<file path="config.mk">
export PLATFORM = sky130hd
export DESIGN_NAME = image_window_reader_flat
export DESIGN_NICKNAME = d
export VERILOG_FILES = /design/src/rtl/image_window_reader_if.sv /design/src/rtl/image_window_reader.sv /design/src/flat_wrapper.sv
export SDC_FILE = /design/constraint.sdc
export NUM_CORES = 1
export LEC_CHECK = 0
export CAP_MARGIN = 25
export CELL_PAD_IN_SITES_DETAIL_PLACEMENT = 0
export CELL_PAD_IN_SITES_GLOBAL_PLACEMENT = 1
export CORE_UTILIZATION = 38
export CTS_CLUSTER_DIAMETER = 150
export DETAILED_ROUTE_END_ITERATION = 12
export PLACE_DENSITY_LB_ADDON = 0.1
export RECOVER_POWER = 25
export SETUP_SLACK_MARGIN = 0.4
export SLEW_MARGIN = 20
export SYNTH_ARGS = -nofsm -noshare
export SYNTH_HDL_FRONTEND = slang
export SYNTH_SLANG_ARGS = --single-unit
</file>
<file path="constraint.sdc">
create_clock -name clk -period 6.3 [get_ports clk]
set_input_delay 0.945 -clock clk [delete_from_list [all_inputs] [get_ports clk]]
set_output_delay 0.945 -clock clk [all_outputs]
set_load 0.01 [all_outputs]
</file>
<file path="src/rtl/image_window_reader_if.sv">
// Image-bank read bus and 3x3 window stream between the reader and its neighbours.
// master = reader side; slave = RAM banks / conv engine side.
interface image_window_reader_if #(
  parameter int ADDR_W = 10
);
  logic              img_rden;
  logic [ADDR_W-1:0] img_addr0;
  logic [ADDR_W-1:0] img_addr1;
  logic [ADDR_W-1:0] img_addr2;
  logic [ADDR_W-1:0] img_addr3;
  logic [7:0]        img_q0;
  logic [7:0]        img_q1;
  logic [7:0]        img_q2;
  logic [7:0]        img_q3;
  logic              win_valid;
  logic              win_ready;
  logic [71:0]       win_data;
  logic [4:0]        win_row;
  logic [4:0]        win_col;
  logic              win_last;

  modport master (
    output img_rden, img_addr0, img_addr1, img_addr2, img_addr3,
    input  img_q0, img_q1, img_q2, img_q3,
    output win_valid, win_data, win_row, win_col, win_last,
    input  win_ready
  );

  modport slave (
    input  img_rden, img_addr0, img_addr1, img_addr2, img_addr3,
    output img_q0, img_q1, img_q2, img_q3,
    input  win_valid, win_data, win_row, win_col, win_last,
    output win_ready
  );
endinterface

</file>
<file path="src/rtl/image_window_reader.sv">
// Walks the 28x28 image held in four column-interleaved RAM banks and streams
// every 3x3 valid-convolution window in raster order over a valid/ready port.
module image_window_reader #(
  parameter int IMG_W  = 28,
  parameter int IMG_H  = 28,
  parameter int K      = 3,
  parameter int ADDR_W = 10
) (
  input  logic clk,
  input  logic reset,
  input  logic start,
  output logic busy,
  output logic done,
  image_window_reader_if.master bus
);
  localparam int WORDS = IMG_W / 4;
  localparam int OUT_W = IMG_W - K + 1;
  localparam int OUT_H = IMG_H - K + 1;

  typedef enum logic [2:0] {IDLE, F0, F1, F2, F3, OUT} state_t;

  state_t            state_q, state_d;
  logic [4:0]        row_q, row_d, col_q, col_d;
  logic [71:0]       win_q, win_d;
  logic              done_d;
  logic              fetch_en, cap_en;
  logic [4:0]        fetch_row;
  int unsigned       cap_slot;
  logic [4:0]        cc;
  logic [7:0]        q    [4];
  logic [ADDR_W-1:0] addr [4];
  logic              last;

  assign q[0] = bus.img_q0;
  assign q[1] = bus.img_q1;
  assign q[2] = bus.img_q2;
  assign q[3] = bus.img_q3;

  assign last = (row_q == 5'(OUT_H - 1)) && (col_q == 5'(OUT_W - 1));

  always_ff @(posedge clk or negedge reset) begin
    if (!reset) begin
      state_q <= IDLE;
      row_q   <= '0;
      col_q   <= '0;
      win_q   <= '0;
      done    <= 1'b0;
    end else begin
      state_q <= state_d;
      row_q   <= row_d;
      col_q   <= col_d;
      win_q   <= win_d;
      done    <= done_d;
    end
  end

  always_comb begin
    state_d   = state_q;
    row_d     = row_q;
    col_d     = col_q;
    win_d     = win_q;
    done_d    = 1'b0;
    fetch_en  = 1'b0;
    fetch_row = '0;
    cap_en    = 1'b0;
    cap_slot  = 0;
    cc        = '0;
    for (int unsigned b = 0; b < 4; b++) addr[b] = '0;

    unique case (state_q)
      IDLE: begin
        row_d = '0;
        col_d = '0;
        // done is still high in the first IDLE cycle, which masks a coincident start
        if (start && !done) state_d = F0;
      end
      F0: begin
        fetch_en  = 1'b1;
        fetch_row = row_q;
        state_d   = F1;
      end
      F1: begin
        fetch_en  = 1'b1;
        fetch_row = row_q + 5'd1;
        cap_en    = 1'b1;
        cap_slot  = 0;
        state_d   = F2;
      end
      F2: begin
        fetch_en  = 1'b1;
        fetch_row = row_q + 5'd2;
        cap_en    = 1'b1;
        cap_slot  = 1;
        state_d   = F3;
      end
      F3: begin
        cap_en   = 1'b1;
        cap_slot = 2;
        state_d  = OUT;
      end
      OUT: begin
        if (bus.win_ready) begin
          if (last) begin
            state_d = IDLE;
            done_d  = 1'b1;
          end else begin
            state_d = F0;
            if (col_q == 5'(OUT_W - 1)) begin
              col_d = '0;
              row_d = row_q + 5'd1;
            end else begin
              col_d = col_q + 5'd1;
            end
          end
        end
      end
      default: state_d = IDLE;
    endcase

    // Column c+j lives in bank (c+j) mod 4; the one bank not touched keeps address 0.
    if (fetch_en) begin
      for (int unsigned j = 0; j < 3; j++) begin
        cc = col_q + 5'(j);
        addr[cc[1:0]] = ADDR_W'(fetch_row) * ADDR_W'(WORDS) + ADDR_W'(cc[4:2]);
      end
    end

    if (cap_en) begin
      for (int unsigned j = 0; j < 3; j++) begin
        cc = col_q + 5'(j);
        win_d[71 - 8 * (3 * cap_slot + j) -: 8] = q[cc[1:0]];
      end
    end
  end

  assign bus.img_rden  = fetch_en;
  assign bus.img_addr0 = addr[0];
  assign bus.img_addr1 = addr[1];
  assign bus.img_addr2 = addr[2];
  assign bus.img_addr3 = addr[3];
  assign bus.win_valid = (state_q == OUT);
  assign bus.win_data  = win_q;
  assign bus.win_row   = row_q;
  assign bus.win_col   = col_q;
  assign bus.win_last  = (state_q == OUT) && last;
  assign busy          = (state_q != IDLE);
endmodule

</file>
<file path="src/flat_wrapper.sv">
// flat-port wrapper written by rule: the top's interface ports become plain ports
module image_window_reader_flat 
#(
  parameter int IMG_W  = 28,
  parameter int IMG_H  = 28,
  parameter int K      = 3,
  parameter int ADDR_W = 10
)
  (clk, reset, start, busy, done, bus_img_rden, bus_img_addr0, bus_img_addr1, bus_img_addr2, bus_img_addr3, bus_img_q0, bus_img_q1, bus_img_q2, bus_img_q3, bus_win_valid, bus_win_data, bus_win_row, bus_win_col, bus_win_last, bus_win_ready);
  image_window_reader_if #(.ADDR_W(ADDR_W)) bus_i ();
  input  logic clk;
  input  logic reset;
  input  logic start;
  output logic busy;
  output logic done;
  output wire logic [$bits(bus_i.img_rden)-1:0] bus_img_rden;
  output wire logic [$bits(bus_i.img_addr0)-1:0] bus_img_addr0;
  output wire logic [$bits(bus_i.img_addr1)-1:0] bus_img_addr1;
  output wire logic [$bits(bus_i.img_addr2)-1:0] bus_img_addr2;
  output wire logic [$bits(bus_i.img_addr3)-1:0] bus_img_addr3;
  input wire logic [$bits(bus_i.img_q0)-1:0] bus_img_q0;
  input wire logic [$bits(bus_i.img_q1)-1:0] bus_img_q1;
  input wire logic [$bits(bus_i.img_q2)-1:0] bus_img_q2;
  input wire logic [$bits(bus_i.img_q3)-1:0] bus_img_q3;
  output wire logic [$bits(bus_i.win_valid)-1:0] bus_win_valid;
  output wire logic [$bits(bus_i.win_data)-1:0] bus_win_data;
  output wire logic [$bits(bus_i.win_row)-1:0] bus_win_row;
  output wire logic [$bits(bus_i.win_col)-1:0] bus_win_col;
  output wire logic [$bits(bus_i.win_last)-1:0] bus_win_last;
  input wire logic [$bits(bus_i.win_ready)-1:0] bus_win_ready;
  assign bus_img_rden = bus_i.img_rden;
  assign bus_img_addr0 = bus_i.img_addr0;
  assign bus_img_addr1 = bus_i.img_addr1;
  assign bus_img_addr2 = bus_i.img_addr2;
  assign bus_img_addr3 = bus_i.img_addr3;
  assign bus_i.img_q0 = bus_img_q0;
  assign bus_i.img_q1 = bus_img_q1;
  assign bus_i.img_q2 = bus_img_q2;
  assign bus_i.img_q3 = bus_img_q3;
  assign bus_win_valid = bus_i.win_valid;
  assign bus_win_data = bus_i.win_data;
  assign bus_win_row = bus_i.win_row;
  assign bus_win_col = bus_i.win_col;
  assign bus_win_last = bus_i.win_last;
  assign bus_i.win_ready = bus_win_ready;
  image_window_reader #(.IMG_W(IMG_W), .IMG_H(IMG_H), .K(K), .ADDR_W(ADDR_W)) u_core (.clk(clk), .reset(reset), .start(start), .busy(busy), .done(done), .bus(bus_i));
endmodule
</file>
Yosys cells after proc, flatten, opt, wreduce, memory -nomap -nowiden
Index checks and enable logic that the tools add are counted.

word-level totals
  output and inout port bits = 127
  register bits after elaboration = 86

cells by class
  order comparisons = 6
  multipliers = 2
  bitwise gates (word level) = 4
  add/sub/neg operators = 15
  multiplexer cells = 40
  equality and inequality tests = 11
  shifts and indexed selects = 6
  reduce and logical (&&, ||, !) cells = 15

operators by type and width
  kind                                                        number
  variable shift 8 x 34 -> 79 bit, first input constant       3
  variable part select 8 x 34 -> 79 bit                       3
  bitwise mux 72 bit                                          3
  negation 32 -> 34 bit                                       3
  subtractor 7 x 32 -> 32 bit, first input constant           3
  bitwise mux 40 bit                                          2
  demux 10 bit (select 2 bit)                                 3
  binary-select mux 8 bit (select 2 bit)                      3
  2-to-1 mux 8 bit                                            6
  AND 40 bit                                                  1
  2-to-1 mux 40 bit                                           1
  2-to-1 mux 10 bit                                           3
  2-to-1 mux 5 bit                                            6
  adder 29 x 1 -> 29 bit, second input constant               1
  adder 29 x 2 -> 29 bit, second input constant               1
  adder 8 x 3 -> 9 bit                                        3
  case mux 5 bit (2 select lines)                             2
  case mux 3 bit (6 select lines)                             1
  case mux 5 bit (3 select lines)                             1
  adder 5 x 1 -> 5 bit, second input constant                 2
  adder 5 x 2 -> 5 bit, second input constant                 2
  == test 5 bit, second input constant                        2
  >= comparator 3 bit, second input constant                  3
  less-than comparator 3 x 1 -> 1 bit, second input constant  3
  other kinds (20)                                            38

Longest topological paths before layout
  word-level depth = 9
  depth in mapped cells = 17
  gate-level depth less buffers = 16

Worst setup path before layout
OpenSTA, ideal clock, no wires.

  path kind = register -> output
  start = register u_core.state_q[1]
  end = output port bus_img_addr1[7]
  required time = 5.355 ns
  stages on the path, launching flop included = 17
  slack = 0.843 ns
  arrival = 4.512 ns
  cells stage by stage = dfrtp_1 > clkbuf_1 > nor2_1 > or2_2 > clkbuf_1 > nor2_1 > xor2_1 > ha_1 > ha_1 > inv_1 > fa_1 > clkbuf_1 > or2_4 > or4_4 > o21ai_0 > nand3b_1 > a221oi_1

between the ends
  longest elaborated chain between the ends = 8
  elaborated cells on any way between the ends = 14
  those cells by class = add/sub: 3; mul: 1; eq/ne: 3; mux: 5; bitwise: 1; reduce/logical: 1

RTL lines
  element                                                                  RTL line                    text
  start, declared                                                          image_window_reader.sv:22   state_t state_q, state_d;
  start signal, assigned                                                   image_window_reader.sv:49   state_q <= state_d;
  == test 3 x 2 -> 1 bit / == test 3 x 1 -> 1 bit (equally long branches)  image_window_reader.sv:70   unique case (state_q)
  case mux 5 bit (3 select lines)                                          image_window_reader.sv:70
  multiplier 5 x 3 -> 8 bit                                                image_window_reader.sv:124  addr[cc[1:0]] = ADDR_W'(fetch_row) * ADDR_W'(WORDS) + ADDR_W'(cc[4:2]);
  adder 8 x 3 -> 9 bit                                                     image_window_reader.sv:124
  AND 40 bit (no source line)                                              -
  bitwise mux 40 bit (2 in a row)                                          image_window_reader.sv:124
  2-to-1 mux 40 bit (*)                                                    image_window_reader.sv:121  if (fetch_en) begin
  end, declared                                                            flat_wrapper.sv:18          output wire logic [$bits(bus_i.img_addr1)-1:0] bus_img_addr1;

Every way passes the cells marked *; elsewhere a longest branch is shown, timed or not.

Worst setup path after layout
  start = register u_core.state_q[0]
  end = output port bus_img_addr3[5]

between the ends
  longest elaborated chain between the ends = 8
  elaborated cells on any way between the ends = 14
  those cells by class = add/sub: 3; mul: 1; eq/ne: 3; mux: 5; bitwise: 1; reduce/logical: 1

RTL lines
  element                                                                  RTL line                    text
  == test 3 x 2 -> 1 bit / == test 3 x 1 -> 1 bit (equally long branches)  image_window_reader.sv:70
  case mux 5 bit (3 select lines)                                          image_window_reader.sv:70
  multiplier 5 x 3 -> 8 bit                                                image_window_reader.sv:124
  adder 8 x 3 -> 9 bit                                                     image_window_reader.sv:124
  AND 40 bit (no source line)                                              -
  bitwise mux 40 bit (2 in a row)                                          image_window_reader.sv:124
  2-to-1 mux 40 bit (*)                                                    image_window_reader.sv:121
  end, declared                                                            flat_wrapper.sv:20          output wire logic [$bits(bus_i.img_addr3)-1:0] bus_img_addr3;

Marks and branches as above.

==> metrics.md <==
| Metric | Value |
|---|---|
| Final ANT Viol Nets | `0` |
| Pwr per Cell Area | `439 nW/um^2` |
| I/O Buffers | `approximately 160` |
| Maximum clock rate | `172 MHz` |
| Status | `complete, but fails checks` |
| Layout cell share with drive strength beyond 1 | `0.120` |
| H-tree Lvls | `3` |
| Vias in the first global route | `5793` |
| Grt met1 use | `0.277` |
| Final Cycle Share | `0.923` |
| Fin Setup TNS | `0 ns` |
| Die area | `17500 sq um` |
| Final hold vios | `0` |
| 1st-pass router iterations | `5` |
| Final Max Slew Viols | `65` |
| Combinational share of power | `0.609` |
| CTS tree | `yes` |
| Die W | `132 um` |
| Reg-to-Reg End | `u_core.bus.win_data[40]` |
| Total Nets Final | `901` |
| Worst r2r src | `u_core.state_q[2]` |
| Min cycle time layout | `5.81 ns` |
| # DRC | `0` |
| Synth top area share | `0.334` |
| WHS Path Cells | `2` |
| Flops & latches, synth | `86` |
| Worst EP required | `5.35 ns` |
| Hold Path Sink | `u_core.bus.win_data[34]` |
| Final Instance Area | `8650 sq um` |
| Initial Util | `0.389` |
| Filler cells | `1521` |
| Vias/cell | `5.77` |
| Netlist cell types | `61` |
| FP Rows | `47` |
| Critical Path Sink Type | `primary output` |
| Crit path DAT | `4.87 ns` |
| Final Skew | `0.0148 ns` |
| Syn avg cell area | `about 9.3 sq um` |
| Clock network fraction of design power | `0.139` |
| Global-route wire length before repair | `31.3 mm` |
| Hold slack | `0.480 ns` |
| Total Wirelength | `20.2 mm` |
| Dominant synthesized flop cell | `dfrtp_1` |
| Max VDD drop | `0.000175 V` |
| Async set-reset flop share out of synthesis | `1.00` |
| GRT Max-Usage Layer | `met2` |
| Iteration-0 DRC Markers | `391` |
| GR Overflow Total | `0` |
| Max_cap viols | `1` |
| Synth area leader | `dfrtp_1` |
| IO Count | `163` |
| Drt wl/cell | `19.2 um` |
| RSZ-0062 raised after global routing | `true` |
| Worst reg2reg setup slack | `around 2 ns` |
| Switching Share | `0.425` |
| Cell-internal power | `0.00218 W` |
| Die Y | `132 um` |
| CP max FO | `16` |
| Largest net degree at the start of global routing | `65` |
| Clock Path Buffers | `2` |
| Initial antenna violation count | `0` |
| Area grow syn2layout | `34.1%` |
| Max-slew headroom | `-1.24` |
| Post-synth EDFFs | `0` |
| Mapped Cells | `694` |
| Grt met3 use | `0.0308` |
| Clk root buf | `clkbuf_16` |
| Core area | `roughly 17000 sq um` |
| Critical path launch point type | `flop` |
| P_sw | `0.00162 W` |
| TritonCTS Buffers | `9` |
| CTS sink cnt | `86` |
| Grt met2 use | `0.389` |
| Reg2Reg Depth | `7` |
| Worst-Skew Late Latency | `approximately 0.35 ns` |
| Area post-placement | `8150 sq um` |
| Mapped Area | `6450 sq um` |
| Slew @ Worst Pin | `between 3 and 4 ns` |
| Class of the most critical setup path | `reg -> out` |
| HP Start | `u_core.bus.win_data[34]` |
| GRT Total Usage | `0.227` |
| Vias | `6074` |
| Hold Path Class | `reg -> reg` |
| Pleak | `3.61 nW` |
| Setup Viol. Count Final | `0` |
| Dpl hpwl | `15.0 mm` |
| Area contributors post-synth | `dfrtp_1, mux4_2, ha_1` |
| Seq pwr share | `0.252` |
| CTS clk-pin slew, worst paths | `0.08 ns` |
| Antenna diodes | `0` |
| Failing checks | `capacitance limit, slew limit` |
| GPL Wtd Cong | `0.932` |
| Synthesis warning total | `0` |
| Sequential share of the synthesized area | `0.334` |
## power by group through the flow
stage | Sequential (W) | Clock, W | Combinational, W
floorplan | 0.00102 | 0 | 0.00121
global route | 0.000990 | 0.000566 | 0.00250
detailed placement | 0.000966 | 0 | 0.00230
global placement | 0.000958 | 0 | 0.00228
CTS | 0.000959 | 0.000541 | 0.00231
finish | 0.000958 | 0.000529 | 0.00231
## cells by family (layout without fill, tap and decap cells)
kind of cell	after synthesis	after routing	synth area share
xor gates and xnor gates	29	29	0.0406
AOI/OAI and AO/OA	223	223	0.244
other	1	4	0.000582
DFF	86	86	0.334
and+or+nand+nor	202	202	0.159
buffers and inverters	87	222	0.0536
adders and majority gates	38	38	0.0784
muxes	28	28	0.0902
## what timing repair did
action | CTS | global route
hold buffers | 0 | 0
endpoints found under the setup margin | 16 | 15
pin swaps | 0 | 6
gates resized for setup | 8 | 27
setup buffers | 0 | 9
cloned | 0 | 0
endpoints found under the hold margin | 0 | 0
## cell usage in the layout (no fill, tap or decap), types with 8 or more instances in the layout
cell type | netlist | final
a211oi_1 | 26 | 25
a21oi_1 | 36 | 35
a221oi_1 | 27 | 27
a22o_1 | 16 | 16
a2bb2oi_1 | 8 | 8
buf_4 | 4 | 18
clkbuf_16 | 0 | 9
clkdlybuf4s50_1 | 0 | 150
dfrtp_1 | 86 | 82
ha_1 | 34 | 34
inv_1 | 27 | 27
mux4_2 | 24 | 24
nand2_1 | 54 | 54
nand2b_1 | 28 | 28
nand3_1 | 10 | 10
nor2_1 | 57 | 50
nor2b_1 | 17 | 17
o21a_1 | 9 | 9
o21ai_0 | 41 | 40
o221ai_1 | 8 | 8
o22ai_1 | 9 | 9
o31ai_1 | 19 | 19
xnor2_1 | 15 | 14
xor2_1 | 13 | 9
## critical path, cell delays in order (launching register included)
cell             delay, ns
dfrtp_1               0.66
nor2_1                0.06
or2_2                 0.30
nor2_2                0.25
xor2_2                0.18
ha_1                  0.25
ha_1                  0.21
inv_1                 0.09
fa_2                  0.52
or2_4                 0.30
a21oi_1               0.34
xor2_2                0.29
a221oi_1              0.14
a211oi_1              0.34
clkdlybuf4s50_1       0.60
## area by class of cell
cell class              instances  area [sq um]  share of cell area
clock buffers                   9           225              0.0260
clock inverters                 7          80.1             0.00926
inverters                      29           109              0.0126
multi-input cells             524          4070               0.471
flip-flops and latches         86          2160               0.249
well taps                     220           275              0.0318
repair buffers                177          1730               0.200
## cells in the mapped netlist (3+ instances only)
cell type	number
fa_1	4
nand4b_1	3
xor2_1	13
nand2b_1	28
a211oi_1	26
nand3b_1	3
mux2i_1	3
clkbuf_1	50
a221oi_1	27
nand2_1	54
buf_2	3
o22ai_1	9
a21o_1	6
mux4_2	24
a22o_1	16
nor3_1	4
a21oi_1	36
o21ai_0	41
buf_4	4
o31ai_1	19
o21a_1	9
ha_1	34
a22oi_1	5
a2bb2oi_1	8
nor2b_1	17
or2_2	5
nand4_1	4
dfrtp_1	86
inv_1	27
xnor2_1	15
o221ai_1	8
nor2_1	57
nand3_1	10
## worst max-delay path by stage
stage / startpoint / endpoint / slack (ns)
3_3_place_gp: u_core.bus.win_row[1] / bus_img_addr3[7] / 0.69
3_5_place_dp: u_core.bus.win_row[1] / bus_img_addr1[7] / 0.54
6_report: u_core.state_q[0] / bus_img_addr3[5] / 0.49
4_1_cts: u_core.bus.win_row[0] / bus_img_addr0[7] / 0.42
5_1_grt: u_core.state_q[0] / bus_img_addr3[5] / 0.19
2_1_floorplan: u_core.state_q[1] / bus_img_addr1[7] / 0.84
## registers in the layout, summed over array words and instances (netlist names)
register and cells:
u_core.done 1, u_core.state_q 3, u_core.bus.win_row 5, u_core.bus.win_col 5
u_core.bus.win_data 72
## layer usage
| layer | routed length (um) | vias to the layer above |
|---|---|---|
| met5 | 0 | - |
| met4 | 994 | 0 |
| met3 | 1040 | 54 |
| met2 | 9990 | 228 |
| met1 | 8160 | 2959 |
| li1 | - | 2833 |
## stage by stage
stage,cells,power (W),setup WS (ns),util
2_1_floorplan,697,0.00223,0.843,-
3_3_place_gp,1027,0.00324,0.688,0.492
3_5_place_dp,1027,0.00327,0.544,0.492
4_1_cts,1043,0.00381,0.423,0.511
5_1_grt,1052,0.00406,0.186,0.522
6_report,1052,0.00380,0.487,0.522
(Power assumes the default switching activity.)
